$ cat src/rtl/ifu_fetch_pkg.sv
// ifu_fetch_pkg: shared IFU definitions.
//   ifu_state_t   - fetch FSM states
//   RESET_PC_DEFAULT, INST_W, PC_W, IFU_DATA_W and field offsets of ifu_data
//   pack_ifu_data - builds {inst, pc} for the IFU->IDU channel
package ifu_fetch_pkg;

    typedef enum logic [1:0] {
        S_REQ,
        S_RSP,
        S_HOLD,
        S_WAIT
    } ifu_state_t;

    localparam logic [31:0] RESET_PC_DEFAULT = 32'h8000_0000;
    localparam int unsigned INST_W           = 32;
    localparam int unsigned PC_W             = 32;
    localparam int unsigned IFU_DATA_W       = 64;
    localparam int unsigned IFU_INST_LSB     = 32;  // inst occupies [63:32]
    localparam int unsigned IFU_PC_LSB       = 0;   // pc occupies [31:0]

    function automatic logic [IFU_DATA_W-1:0] pack_ifu_data(
        input logic [INST_W-1:0] inst,
        input logic [PC_W-1:0]   pc
    );
        logic [IFU_DATA_W-1:0] d;
        d = '0;
        d[IFU_INST_LSB +: INST_W] = inst;
        d[IFU_PC_LSB   +: PC_W]   = pc;
        return d;
    endfunction

endpackage

$ cat src/rtl/ifu_perf_cnt.sv
// ifu_perf_cnt: IFU performance counters.
//   clk, rst       - clock, synchronous active-high reset (clears counters)
//   transfer       - one IFU->IDU transfer this cycle
//   stall          - ifu_valid held without idu_ready this cycle
//   fetch_cnt      - number of transfers, wraps modulo 2^PERF_W
//   stall_cnt      - number of stall cycles, wraps modulo 2^PERF_W
module ifu_perf_cnt #(
    parameter int unsigned PERF_W = 32
) (
    input  logic              clk,
    input  logic              rst,
    input  logic              transfer,
    input  logic              stall,
    output logic [PERF_W-1:0] fetch_cnt,
    output logic [PERF_W-1:0] stall_cnt
);

    always_ff @(posedge clk) begin
        if (rst) begin
            fetch_cnt <= '0;
            stall_cnt <= '0;
        end else begin
            if (transfer) fetch_cnt <= fetch_cnt + 1'b1;
            if (stall)    stall_cnt <= stall_cnt + 1'b1;
        end
    end

endmodule

$ cat src/rtl/ifu_fetch.sv
// ifu_fetch: multi-cycle instruction fetch unit, producer of IFU->IDU channel.
// Fetches one instruction per loop: request -> response -> hand to IDU ->
// wait for the back end to commit the next PC.
// Ports:
//   clk, rst                        - clock, synchronous active-high reset
//   imem_req_valid/ready, imem_addr - fetch request (addr = current pc)
//   imem_rsp_valid, imem_rsp_data   - fetch response (single-cycle pulse)
//   ifu_valid, ifu_data, idu_ready  - {inst, pc} toward IDU
//   pc_update_valid/target          - committed next PC (single-cycle pulse)
//   perf_fetch_cnt, perf_stall_cnt  - present only with IFU_PERF_EN defined
// Optional feature macro: IFU_PERF_EN (performance counters).
module ifu_fetch
    import ifu_fetch_pkg::*;
#(
    parameter logic [31:0] RESET_PC = RESET_PC_DEFAULT,
    parameter int unsigned PERF_W   = 32
) (
    input  logic                  clk,
    input  logic                  rst,
    output logic                  imem_req_valid,
    input  logic                  imem_req_ready,
    output logic [31:0]           imem_addr,
    input  logic                  imem_rsp_valid,
    input  logic [31:0]           imem_rsp_data,
    output logic                  ifu_valid,
    output logic [IFU_DATA_W-1:0] ifu_data,
    input  logic                  idu_ready,
    input  logic                  pc_update_valid,
    input  logic [31:0]           pc_update_target
`ifdef IFU_PERF_EN
    ,
    output logic [PERF_W-1:0]     perf_fetch_cnt,
    output logic [PERF_W-1:0]     perf_stall_cnt
`endif
);

    ifu_state_t        state;
    logic [PC_W-1:0]   pc;
    logic [INST_W-1:0] inst;
    logic              valid_q;

    always_ff @(posedge clk) begin
        if (rst) begin
            state   <= S_REQ;
            pc      <= RESET_PC;
            inst    <= '0;
            valid_q <= 1'b0;
        end else begin
            case (state)
                S_REQ: begin
                    if (imem_req_ready) state <= S_RSP;
                end
                S_RSP: begin
                    if (imem_rsp_valid) begin
                        inst    <= imem_rsp_data;
                        valid_q <= 1'b1;
                        state   <= S_HOLD;
                    end
                end
                S_HOLD: begin
                    // pc_update_valid in this (transfer) cycle is deliberately ignored
                    if (idu_ready) begin
                        valid_q <= 1'b0;
                        state   <= S_WAIT;
                    end
                end
                S_WAIT: begin
                    if (pc_update_valid) begin
                        pc    <= pc_update_target;
                        state <= S_REQ;
                    end
                end
                default: state <= S_REQ;
            endcase
        end
    end

    // Decoded from state (not registered) so the request appears in the very
    // first cycle after reset; gated by rst so it stays low during reset.
    assign imem_req_valid = (state == S_REQ) && !rst;
    assign imem_addr      = pc;
    assign ifu_valid      = valid_q;
    assign ifu_data       = pack_ifu_data(inst, pc);

`ifdef IFU_PERF_EN
    logic transfer;
    logic stall;

    assign transfer = valid_q &  idu_ready;
    assign stall    = valid_q & ~idu_ready;

    ifu_perf_cnt #(
        .PERF_W (PERF_W)
    ) u_perf (
        .clk       (clk),
        .rst       (rst),
        .transfer  (transfer),
        .stall     (stall),
        .fetch_cnt (perf_fetch_cnt),
        .stall_cnt (perf_stall_cnt)
    );
`else
    logic unused_perf_w;
    assign unused_perf_w = ^32'(PERF_W);
`endif

endmodule

$ cat config.mk
export PLATFORM = sky130hd
export DESIGN_NAME = ifu_fetch
export DESIGN_NICKNAME = d
export VERILOG_FILES = /design/src/rtl/ifu_fetch_pkg.sv /design/src/rtl/ifu_perf_cnt.sv /design/src/rtl/ifu_fetch.sv
export SDC_FILE = /design/constraint.sdc
export NUM_CORES = 1
export LEC_CHECK = 0
export ABC_AREA = 1
export ABC_CLOCK_PERIOD_IN_PS = 1260
export CAP_MARGIN = 15
export CORE_ASPECT_RATIO = 2
export CORE_MARGIN = 2
export CORE_UTILIZATION = 33
export DETAILED_ROUTE_END_ITERATION = 10
export GPL_TIMING_DRIVEN = 0
export PLACE_DENSITY = 0.85
export SETUP_SLACK_MARGIN = 0.05
export SLEW_MARGIN = 20
export SYNTH_ARGS = -nofsm -noshare
export SYNTH_HDL_FRONTEND = slang
export SYNTH_HIERARCHICAL = 1
export SYNTH_SLANG_ARGS = --single-unit
$ cat constraint.sdc
create_clock -name clk -period 1.26 [get_ports clk]
set_input_delay 0.189 -clock clk [delete_from_list [all_inputs] [get_ports clk]]
set_output_delay 0.189 -clock clk [all_outputs]
set_load 0.01 [all_outputs]
==> out/qor.txt <==
Critical path required time -> 1.47 ns
Register area -> 0.00139 mm^2
Starting density of the core -> 33.5%
CP Max Fanout -> 8
Initial antenna violation count -> 0
# DRC -> 0
IO Pins -> 168
Pre-antenna DRT Iters -> 4
Area growth, synth to finish -> 95.9%
Die Area -> 0.00908 mm^2
DRT iter0 DRCs -> 126
Setup Skew -> 0.00258 ns
CTS Buffer Depth -> 2
Violated checks -> negative setup slack
Fin nets -> 621
Period utilization -> 106%
Dpl cell area -> 0.00453 mm^2
First-pass GRT wire length -> 13,600 um
CTS Sinks -> 67
Register area share after synthesis -> 49.0%
CTS tree -> built
Top cells by area, synth -> dfxtp_1 49%, nor2_1 19%, buf_4 9.6%
Slew @ Worst Pin -> 0.426 ns
Layout cell share with drive strength beyond 1 -> 37.0%
Most frequent cells in the layout -> 87 x nor2_1, 69 x clkdlybuf4s50_1, 65 x dlygate4sd2_1, 37 x buf_4, 37 x dfxtp_1
Hold Path Origin -> pc_update_target[31]
Final hold vios -> 0
Via count -> 2,978
Yosys warnings -> 6
Clock root cell -> clkbuf_16
HP Class -> in -> reg
Die H -> 133 um
Total GRT Usage -> 20.0%
Final Core Density -> 65.6%
DR vias/cell -> 4.61
Die Width -> 68.4 um
ANT nets after route -> 0
Reg-to-reg startpoint -> state[1]
Largest net degree at the start of global routing -> 11
Rel. slew slack -> 71.6%
H-Tree Depth -> 3
Worst reg-to-reg setup slack -> -0.07 ns
Status -> complete, but fails checks
Yosys top cell by area -> dfxtp_1
Setup Total Neg Slack -> -1.49 ns
Row Count -> 47
Synth top area share -> 49.0%
Maximum VDD drop -> 1260 uV
Gpl congestion -> 0.902
DP Cell Count -> 621
Power density cells -> 1620 mW/mm^2
Clock Latency Late Sink -> 0.32 ns
Finished Cell Area -> 0.00536 mm^2
Netlist cell types -> 16
Syn Area/Cell -> 7.69 um^2
Total gr overflow -> 0
Reg2reg path depth -> 8
CP arrival -> 1.54 ns
Min setup slack post-route -> -0.0697 ns
Core Area -> 0.00817 mm^2
RSZ-0062 raised after global routing -> yes
Synth Net Count -> 432
Post-synth design cell area -> 0.00274 mm^2
Num CTS Buffers -> 9
Commonest non-fill, non-tap cell in the layout -> nor2_1
Layout fillers -> 678
CP endpoint kind -> flip-flop
Routed wire length per instance -> 15.1 um
HPWL Detailed -> 7050 um
LEAKAGE -> 2.50 nW
Final std cells w/o fill -> 646
Clock transition at path regs -> 0.05 ns
R2R Path End -> inst[1]
Max Freq -> 752 MHz
WL final -> 9780 um
Area occupied by multi-input gates -> 0.00137 mm^2
Max_cap viols -> 0
Final setup viols -> 34
Synthesis-stage register bit count -> 67
Mapped Cells -> 356
Min-Delay Endpoint -> imem_addr[31]
Slew Limit Fails -> 0
DP Worst Slack -> -0.283 ns
Cell depth of the worst hold path -> 3
Vias in the first global route -> 2,864
Port buffer count -> 167
# diodes -> 0
Worst setup SP type -> flip-flop
Fin crit period -> 1.33 ns
Worst setup path class -> reg -> reg
## power by group
part | switching (mW) | internal, mW | leakage [nW]
registers | 0.357 | 2.54 | 0.560
logic | 1.60 | 1.81 | 1.80
clock network | 0.818 | 1.55 | 0.141
## what timing repair did
item,4_1_cts,5_1_grt
setup endpoints to repair,162,95
gates cloned,0,3
buffers inserted,3,5
pin swaps,2,18
hold buffers,0,0
resized for setup,198,175
## final cells by class
class	instances	share of cell area [%]
plain buffers	51	8.63
clock inverters	3	0.746
well taps	98	2.29
inverters	13	1.38
clock buffers	11	4.53
multi-input cells	225	25.5
flip-flops and latches	67	25.8
repair buffers	178	31.1
## kinds of logic after synthesis
family / Yosys count / share of synthesized area [%]
buffers and inverters: 64 / 15.1
AOI/OAI and AO/OA: 64 / 11.7
and+or+nand+nor: 155 / 21.5
adders and majority gates: 6 / 2.74
DFF: 67 / 49.0
## registers in the layout, indices dropped and copies added (netlist names)
name	flops
ifu_valid	1
imem_addr	32
inst	32
state	2
## cell usage after synthesis
master and instances:
nand3_1 1, inv_1 10, buf_6 4, buf_2 4
clkbuf_2 5, clkbuf_1 3, inv_2 3, nand2_2 2
dfxtp_1 67, nor2_1 136, ha_1 6, o21ai_1 13
a21oi_1 1, buf_4 35, nand2_1 16, o21ai_0 50
## metal layers
metal	vias up	GRT usage, %	wire [um]
li1	1465	-	-
met1	1366	18.7	3200
met2	107	36.5	5620
met3	40	4.59	451
met4	0	12.3	501
met5	-	0	0
## per-stage QoR
| step | power [mW] | hold slack, ns |
|---|---|---|
| global route | 9.15 | 0.448 |
| detailed placement | 5.54 | 0.472 |
| floorplan | 4.09 | 0.302 |
| global placement | 5.42 | 0.464 |
| CTS | 7.81 | 0.450 |
| finish | 8.69 | 0.448 |
## worst max-delay path, cell delays in order (launching register included)
cell and delay [ns]:
dfxtp_2 0.36, inv_4 0.05, buf_6 0.12, ha_4 0.18, nand2_8 0.10, clkinv_8 0.10
clkbuf_16 0.18, nor2_2 0.08, nor2_1 0.05
## worst max-delay path by stage
stage                        start        endpoint  slack [ns]  cells after the start
final                     state[1]         inst[1]       -0.07                      8
after CTS                 state[0]  imem_req_valid       -0.07                      5
after global routing      state[1]         inst[1]       -0.11                      8
after global placement         rst         inst[2]       -0.27                      5
after detailed placement       rst         inst[2]       -0.28                      5
after floorplan           state[1]        inst[10]        0.05                      7
(Power assumes the default switching activity.)
